[src/rtl/capture_dump_sender.sv]
// capture_dump_sender: command decoder that arms a sampling run and streams capture memory to a UART transmitter.
module capture_dump_sender #(
    parameter int          ADDR_W     = 16,
    parameter int          DATA_W     = 8,
    parameter int          AUTO_DUMP  = 1,
    parameter logic [7:0]  CMD_SAMPLE = 8'h53,
    parameter logic [7:0]  CMD_DUMP   = 8'h44,
    parameter logic [7:0]  CMD_ABORT  = 8'h58
) (
    input  logic              iClk,
    input  logic              iRst_n,
    input  logic [7:0]        iRx_data,
    input  logic              iRx_done,
    output logic [7:0]        oTx_data,
    output logic              oTx_start,
    input  logic              iTx_busy,
    output logic              oSample_start,
    input  logic              iSampling_finished,
    output logic [ADDR_W-1:0] oAddress,
    input  logic [DATA_W-1:0] iData,
    output logic              oBusy
);
    localparam int NB = DATA_W / 8;
    localparam int IW = NB > 1 ? $clog2(NB) : 1;

    typedef enum logic [3:0] {IDLE, ARM, WAIT_SAMPLE, READ, LOAD, SEND, GAP, WAIT_TX, NEXT} state_t;

    state_t            state_q, state_d;
    logic [ADDR_W-1:0] addr_q, addr_d;
    logic [DATA_W-1:0] shreg_q, shreg_d;
    logic [IW-1:0]     idx_q, idx_d;
    logic [7:0]        tx_data_q, tx_data_d;
    logic              tx_start_q, tx_start_d;
    logic              sample_start_q, sample_start_d;
    logic              busy_q, busy_d;
    logic              abort_q, abort_d;
    logic              rx_abort;

    assign rx_abort = iRx_done && iRx_data == CMD_ABORT;

    always_comb begin
        state_d   = state_q;
        addr_d    = addr_q;
        shreg_d   = shreg_q;
        idx_d     = idx_q;
        tx_data_d = tx_data_q;
        abort_d   = abort_q || (rx_abort && state_q inside {READ, LOAD, SEND, GAP, WAIT_TX, NEXT});
        case (state_q)
            IDLE: begin
                if (iRx_done && iRx_data == CMD_SAMPLE) state_d = ARM;
                else if (iRx_done && iRx_data == CMD_DUMP) state_d = READ;
            end
            ARM: state_d = WAIT_SAMPLE;
            WAIT_SAMPLE: begin
                if (rx_abort) state_d = IDLE;
                else if (iSampling_finished) state_d = AUTO_DUMP != 0 ? READ : IDLE;
            end
            READ: state_d = LOAD;
            LOAD: begin
                shreg_d   = iData;
                idx_d     = '0;
                tx_data_d = iData[DATA_W-1 -: 8];
                state_d   = SEND;
            end
            SEND: state_d = GAP;
            GAP:  state_d = WAIT_TX;
            WAIT_TX: begin
                if (!iTx_busy) begin
                    if (abort_q || rx_abort) state_d = IDLE;
                    else if (int'(idx_q) < NB - 1) begin
                        idx_d     = idx_q + 1'b1;
                        shreg_d   = shreg_q << 8;
                        tx_data_d = shreg_d[DATA_W-1 -: 8];
                        state_d   = SEND;
                    end else state_d = NEXT;
                end
            end
            NEXT: begin
                state_d = &addr_q ? IDLE : READ;
                addr_d  = addr_q + 1'b1;
            end
            default: state_d = IDLE;
        endcase
        // every way back to IDLE parks the address at 0 and drops any pending abort
        if (state_d == IDLE) begin
            addr_d  = '0;
            abort_d = 1'b0;
        end
        tx_start_d     = state_d == SEND;
        sample_start_d = state_d == ARM;
        busy_d         = state_d != IDLE;
    end

    always_ff @(posedge iClk or negedge iRst_n) begin
        if (!iRst_n) begin
            state_q        <= IDLE;
            addr_q         <= '0;
            shreg_q        <= '0;
            idx_q          <= '0;
            tx_data_q      <= '0;
            tx_start_q     <= 1'b0;
            sample_start_q <= 1'b0;
            busy_q         <= 1'b0;
            abort_q        <= 1'b0;
        end else begin
            state_q        <= state_d;
            addr_q         <= addr_d;
            shreg_q        <= shreg_d;
            idx_q          <= idx_d;
            tx_data_q      <= tx_data_d;
            tx_start_q     <= tx_start_d;
            sample_start_q <= sample_start_d;
            busy_q         <= busy_d;
            abort_q        <= abort_d;
        end
    end

    assign oTx_data      = tx_data_q;
    assign oTx_start     = tx_start_q;
    assign oSample_start = sample_start_q;
    assign oAddress      = addr_q;
    assign oBusy         = busy_q;
endmodule

[config.mk]
export PLATFORM = sky130hd
export DESIGN_NAME = capture_dump_sender
export DESIGN_NICKNAME = d
export VERILOG_FILES = /design/src/rtl/capture_dump_sender.sv
export SDC_FILE = /design/constraint.sdc
export NUM_CORES = 1
export LEC_CHECK = 0
export CELL_PAD_IN_SITES_DETAIL_PLACEMENT = 1
export CELL_PAD_IN_SITES_GLOBAL_PLACEMENT = 1
export CORE_AREA = 2 2 69 84
export DETAILED_ROUTE_END_ITERATION = 8
export DIE_AREA = 0 0 71 86
export PLACE_DENSITY_LB_ADDON = 0.1
export SLEW_MARGIN = 20
export SYNTH_ARGS = -nofsm -noshare
export SYNTH_HDL_FRONTEND = slang
export SYNTH_SLANG_ARGS = --single-unit
[constraint.sdc]
create_clock -name iClk -period 1.8 [get_ports iClk]
set_clock_uncertainty 0.05 [all_clocks]
set_input_delay 0.36 -clock iClk [delete_from_list [all_inputs] [get_ports iClk]]
set_output_delay 0.36 -clock iClk [all_outputs]
set_load 0.01 [all_outputs]
==> results.py, run 1 <==
metrics = {
    "timing": {
        "rsz0062_at_grt": "yes",
        "finalHoldViolCount": 0,
        "tightest_slew_ns": 0.438,
        "setup-tns-final_ns": -2.68,
        "setup_ws_ns": -0.162,
        "slew_headroom_pct": 70.4,
        "fin_crit_ns": 1.96,
        "finalCritPeriodShare_pct": 109,
        "clock.fmax_ghz": 0.510,
        "slew_violations": 0,
        "setup_viol": 18,
    },
    "placement": {
        "dp_cells": 295,
        "io_buffer_count": 47,
        "gp_congestion": 0.721,
        "dp_hpwl_mm": 3.59,
        "place_area_um2": 2460,
    },
    "setup_path": {
        "worstSetupPathType": "in -> reg",
        "path_cells": "dlygate4sd2_1 > nor4bb_4 > a31oi_1 > a211o_1 > nor4_4 > buf_4 > buf_8 > nor2_2",
        "worst_ep_required_time_ns": 1.92,
        "critPathTopFamily": "simple AND/OR/NAND/NOR gates",
        "max_stage_delay_ns": 0.33,
        "end_kind": "flip-flop",
        "startpoint_type": "input pin",
        "critPathMaxFanout": 5,
        "arrival_ns": 2.08,
        "cp.buffers_inverters": 3,
        "r2r_slack_ns": -0.16,
        "cp_slowest_cell": "nor4bb_4",
    },
    "cells_and_area": {
        "fin_area_um2": 2940,
        "final_nets": 276,
        "n_fill_cell": 555,
        "antenna_cells": 0,
        "syn2layout_area_growth_pct": 79.8,
        "final_cells": 316,
        "drive_gt1_share_pct": 44.5,
    },
    "synthesis": {
        "syn_nets": 173,
        "synth_area_um2": 1630,
        "yosys.area.top_type_share_pct": 49.0,
        "ys_dominant_reg_cell": "dfrtp_1",
        "yosysSeqAreaShare_pct": 49.0,
        "yosysTopAreaCell": "dfrtp_1",
        "postSynthCellCount": 151,
        "synthTopCellsByArea": "dfrtp_1, nor2_1, mux2_2",
        "synth-edff-count": 0,
        "yosysUniqueCellTypes": 45,
        "synth.ff_latch_count": 32,
        "syn_avg_cell_area_um2": 10.8,
        "yosysWarnings": 0,
        "async_reset_ff_share_pct": 100,
    },
    "drt": {
        "vias_per_cell": 5.02,
        "wl_mm": 5.70,
        "drt-initial-drc-count": 40,
        "num_vias": 1587,
        "drt_pass1_iterations": 4,
        "drc": 0,
        "drt.antenna.violating_nets": 0,
        "drt-wirelength-per-cell_um": 18.0,
    },
    "cts": {
        "clkTransAtPathRegs_ns": 0.07,
        "clockBufferDepth": 2,
        "cts.sinks": 32,
        "cts-htree-levels": 2,
        "cts_tree": "yes",
        "clock_tree.root_cell": "clkbuf_8",
        "clkLatencyLatePin_ns": 0.28,
        "cts_buffers": 5,
    },
    "worst_hold_path": {
        "hp-class": "in -> async",
    },
    "pwr": {
        "pwr_density_cell_nw_per_um2": 1460,
        "power_leakage_nw": 1.33,
        "ir_drop_v": 0.000696,
    },
    "global_routing": {
        "antenna_found_initial": 0,
        "gr-total-overflow": 0,
        "grt_first_pass_wirelength_mm": 8.45,
        "grt_pass1_vias": 1786,
        "grt_usage_pct": 17.9,
        "grt_start_max_net_pins": 33,
    },
    "floorplan": {
        "coreArea_um2": 5260,
        "die_area_um2": 6110,
        "die_x_um": 71,
        "die_h_um": 86,
        "io_pins": 48,
        "initial_utilization_pct": 31.1,
        "rows": 29,
    },
    "run_status": {
        "violations": "negative setup slack",
        "status": "finished, violations left",
    },
    "job": {
        "drv_cap": 0,
    },
}
cells in the mapped netlist (3+ instances only):
library cell  count
a21oi_1           4
xnor2_1           7
nand2_1           6
nand4_1           7
nor2_1           27
dfrtp_1          32
mux2_2            8
xor2_1            8
nand3_1           5
buf_2             3
placed cells by master (no fill, tap or decap), drive strengths merged, types with 5 or more instances in the layout:
cell	Yosys	final
buf	5	53
clkdlybuf4s50	0	35
dfrtp	32	32
nor2	27	27
mux2	8	8
nand4	8	8
xor2	8	8
clkbuf	0	8
xnor2	7	7
nand2	6	6
clkdlybuf4s15	0	5
nand3	5	5
cell families after synthesis:
family          share of synthesized area, %
xor+xnor                                8.04
fa+ha+maj                              0.766
compound gates                          5.21
mux                                     5.51
flops                                   49.0
buf+inv                                 2.76
simple gates                            28.7
registers in the layout, indices dropped and copies added, names as in the netlist:
| register | count |
|---|---|
| oAddress | 16 |
| oTx_data | 8 |
| state_q | 4 |
| oTx_start | 1 |
| oBusy | 1 |
| abort_q | 1 |
| oSample_start | 1 |
path summary, 6_finish.rpt:
path                                          from                  endpoint  cells after the start
max                                    iRx_data[7]   oAddress[5]$_DFFE_PN0P_                      8
min                                         iRst_n  oAddress[11]$_DFFE_PN0P_                      2
max reg2reg                   state_q[1]$_DFF_PN0_  oAddress[13]$_DFFE_PN0P_                      8
min reg2reg                oTx_data[0]$_DFFE_PN0P_   oTx_data[0]$_DFFE_PN0P_                      1
max in group asynchronous                   iRst_n   oAddress[0]$_DFFE_PN0P_                      2
min in group iClk          oTx_data[0]$_DFFE_PN0P_   oTx_data[0]$_DFFE_PN0P_                      1
worst reg2reg max path: cells and delay by family (launching register included):
family,cells,cell delay (ns)
flops,1,0.41
simple gates,4,0.78
xor+xnor,1,0.20
buf+inv,3,0.42
what timing repair did:
item | CTS | global route
gates cloned | 2 | 1
setup buffers | 3 | 10
setup endpoints to repair | 20 | 21
hold buffers | 0 | 0
pin swaps | 11 | 25
gates resized for setup | 20 | 57
metal layers:
metal | vias to the layer above | global-route usage, % | part of all wire [%]
li1 | 750 | - | -
met1 | 789 | 19.7 | 39
met2 | 35 | 31.7 | 55
met3 | 13 | 4.00 | 2.9
met4 | 0 | 9.95 | 3.3
met5 | - | 0 | 0
through the flow:
stage | total power, mW | worst slack [ns] | hold WS [ns] | utilization (%)
final | 4.28 | -0.162 | 0.432 | 55.8
after global routing | 4.53 | -0.240 | 0.471 | 55.8
after CTS | 3.94 | -0.243 | 0.446 | 50.6
after detailed placement | 3.12 | -0.622 | 0.433 | 46.8
after global placement | 3.03 | -0.596 | 0.416 | 46.8
after floorplan | 2.08 | -0.131 | 0.0144 | -
final cells by class:
cell class / count / area [um^2] / area share [%]
clock buffers: 7 / 96.3 / 3.28
multi-input cells: 112 / 1010 / 34.5
inverters: 2 / 7.51 / 0.256
repair buffers: 101 / 941 / 32.0
well taps: 62 / 77.6 / 2.64
flip-flops and latches: 32 / 803 / 27.3
power breakdown:
part           total (mW)  internal, mW  switching [mW]
Sequential           1.17         0.990           0.177
Clock               0.603         0.340           0.263
Combinational        2.51          1.42            1.09
Note: power is estimated with default switching activity, not from simulation.
==> run 2, diff against run 1 <==
==> config.mk (replaced) <==
export PLATFORM = sky130hd
export DESIGN_NAME = capture_dump_sender
export DESIGN_NICKNAME = d
export VERILOG_FILES = /design/src/rtl/capture_dump_sender.sv
export SDC_FILE = /design/constraint.sdc
export NUM_CORES = 1
export LEC_CHECK = 0
export CORE_AREA = 2 2 77 94
export DETAILED_ROUTE_END_ITERATION = 8
export DIE_AREA = 0 0 79 96
export SLEW_MARGIN = 20
export SYNTH_ARGS = -nofsm -noshare
export SYNTH_HDL_FRONTEND = slang
export SYNTH_SLANG_ARGS = --single-unit
==> run 2 against run 1 <==
Compared with the run above: the flow still finishes with violations (negative setup slack); clock power is 6.1% lower; combinational power fell by 21%; register-to-register slack better by 0.06 ns; clock-buffer cell count up 1; global-route usage decreased by 6.3 points; sequential share of layout area increased by 2.1 points; sequential power is essentially flat; largest cell class unchanged; critical path type is now reg -> reg; final area decreased by 6.9%; total power shrank 12%; sequential cell count did not move; fmax is 2.9% higher; worst setup slack improved by 0.056 ns.
==> results.py, run 2 (same netlist as run 1, synthesis figures left out) <==
metrics = {
    "floorplan": {
        "io_pins": 48,
        "coreArea_um2": 6690,
        "die_h_um": 96,
        "initial_utilization_pct": 24.4,
        "die_area_um2": 7580,
        "rows": 33,
        "die_x_um": 79,
    },
    "cells_and_area": {
        "layout_common_cells": "buf_4, clkdlybuf4s50_1, dfrtp_1, nor2_1",
        "n_fill_cell": 668,
        "drive_gt1_share_pct": 36.7,
        "multi_input_area_um2": 887,
        "syn2layout_area_growth_pct": 67.4,
        "ff_latch_area_um2": 806,
        "postLayoutCoreUtil_pct": 40.9,
        "final_nets": 269,
        "largest_register_ffs": 16,
        "layout_commonest_cell": "buf_4",
        "antenna_cells": 0,
        "final_cells": 335,
    },
    "timing": {
        "hold_slack_ns": 0.423,
        "slew_headroom_pct": 71.5,
        "rsz0062_at_grt": "yes",
        "clock.fmax_ghz": 0.525,
        "fin_crit_ns": 1.91,
        "finalCritPeriodShare_pct": 106,
        "setup_ws_ns": -0.106,
        "setup_viol": 18,
        "tightest_slew_ns": 0.421,
        "finalHoldViolCount": 0,
        "slew_violations": 0,
    },
    "cts": {
        "clock_tree.root_cell": "clkbuf_8",
        "clkTransAtPathRegs_ns": 0.07,
        "clkLatencyLatePin_ns": 0.28,
        "clockBufferDepth": 2,
        "cts-htree-levels": 2,
        "cts.sinks": 32,
        "hold_buffers": 0,
        "cts_buffers": 5,
        "cts_tree": "yes",
    },
    "pwr": {
        "pwr_density_cell_nw_per_um2": 1370,
        "ir_drop_v": 0.000589,
        "power_leakage_nw": 1.23,
        "power_mw": 3.75,
    },
    "drt": {
        "drt-wirelength-per-cell_um": 12.3,
        "drt.antenna.violating_nets": 0,
        "drc": 0,
        "drt_pass1_iterations": 4,
        "vias_per_cell": 4.44,
        "drt-initial-drc-count": 43,
        "num_vias": 1486,
        "wl_mm": 4.12,
    },
    "global_routing": {
        "grt_usage_pct": 11.6,
        "gr-total-overflow": 0,
        "grt_pass1_vias": 1456,
        "grt_start_max_net_pins": 33,
        "grt_first_pass_wirelength_mm": 6.84,
        "antenna_found_initial": 0,
    },
    "worst_hold_path": {
        "hp-class": "in -> async",
    },
    "job": {
        "drv_cap": 0,
    },
    "placement": {
        "dp_cells": 318,
        "place_ws_ns": -0.611,
        "io_buffer_count": 47,
        "gp_congestion": 0.764,
        "dp_hpwl_mm": 2.93,
    },
    "setup_path": {
        "startpoint_type": "flip-flop",
        "worstSetupPathType": "reg -> reg",
        "arrival_ns": 2.06,
        "r2r_slack_ns": -0.11,
        "worst_ep_required_time_ns": 1.96,
        "end_kind": "flip-flop",
        "critPathMaxFanout": 6,
    },
    "run_status": {
        "violations": "negative setup slack",
        "status": "finished, violations left",
    },
}
run 2: changes by cell type in the layout (fill, tap and decap cells not counted), moves of 3 or more:
cell	previous run	this run
nor2_1	14	23
nor2_4	5	0
buf_6	10	4
nor2_2	8	4
clkdlybuf4s15_2	0	3
run 2: layout make-up:
type                            instances  share of cell area, %
Tap cell                               87                   3.98
Sequential cell                        32                   29.5
Clock buffer                            8                   3.29
Timing Repair Buffer                   94                   30.6
Inverter                                2                  0.274
Multi-Input combinational cell        112                   32.4
run 2: final timing paths:
check                                   startpoint                 endpoint  cells after the start
setup / recovery              state_q[1]$_DFF_PN0_  oAddress[1]$_DFFE_PN0P_                      6
hold / removal                              iRst_n  oTx_data[5]$_DFFE_PN0P_                      2
setup reg to reg              state_q[1]$_DFF_PN0_  oAddress[1]$_DFFE_PN0P_                      6
hold reg to reg            oTx_data[1]$_DFFE_PN0P_  oTx_data[1]$_DFFE_PN0P_                      1
max in group asynchronous                   iRst_n     state_q[0]$_DFF_PN0_                      2
min in group iClk          oTx_data[1]$_DFFE_PN0P_  oTx_data[1]$_DFFE_PN0P_                      1
run 2: repair_timing:
action / CTS / global route
setup endpoints to repair: 19 / 20
cloned: 1 / 1
pin swaps: 18 / 6
setup buffers: 3 / 5
gates resized for setup: 33 / 13
run 2: critical path, cell delays in order, from the launching register on:
cell	delay (ns)
dfrtp_2	0.44
or4b_4	0.57
o22ai_2	0.28
nor4_4	0.07
buf_4	0.16
buf_2	0.14
a21oi_1	0.11
run 2: metal layers:
layer  global-route usage [%]  up-vias  part of all wire (%)
li1                         -      739                     -
met1                     14.3      710                    44
met2                     19.6       30                    50
met3                     2.35        7                   3.9
met4                     5.60        0                   2.0
met5                        0        -                     0
run 2: through the flow:
step	TNS (ns)	area, um^2
floorplan	-1.28	1640
global placement	-11.50	2470
finish	-1.32	2740
global route	-2.55	2740
CTS	-1.46	2640
detailed placement	-11.44	2470
run 2: where the power goes:
part | internal (mW) | total, mW | switching, mW
Sequential | 0.995 | 1.19 | 0.193
Clock | 0.312 | 0.566 | 0.254
Combinational | 1.17 | 1.99 | 0.824
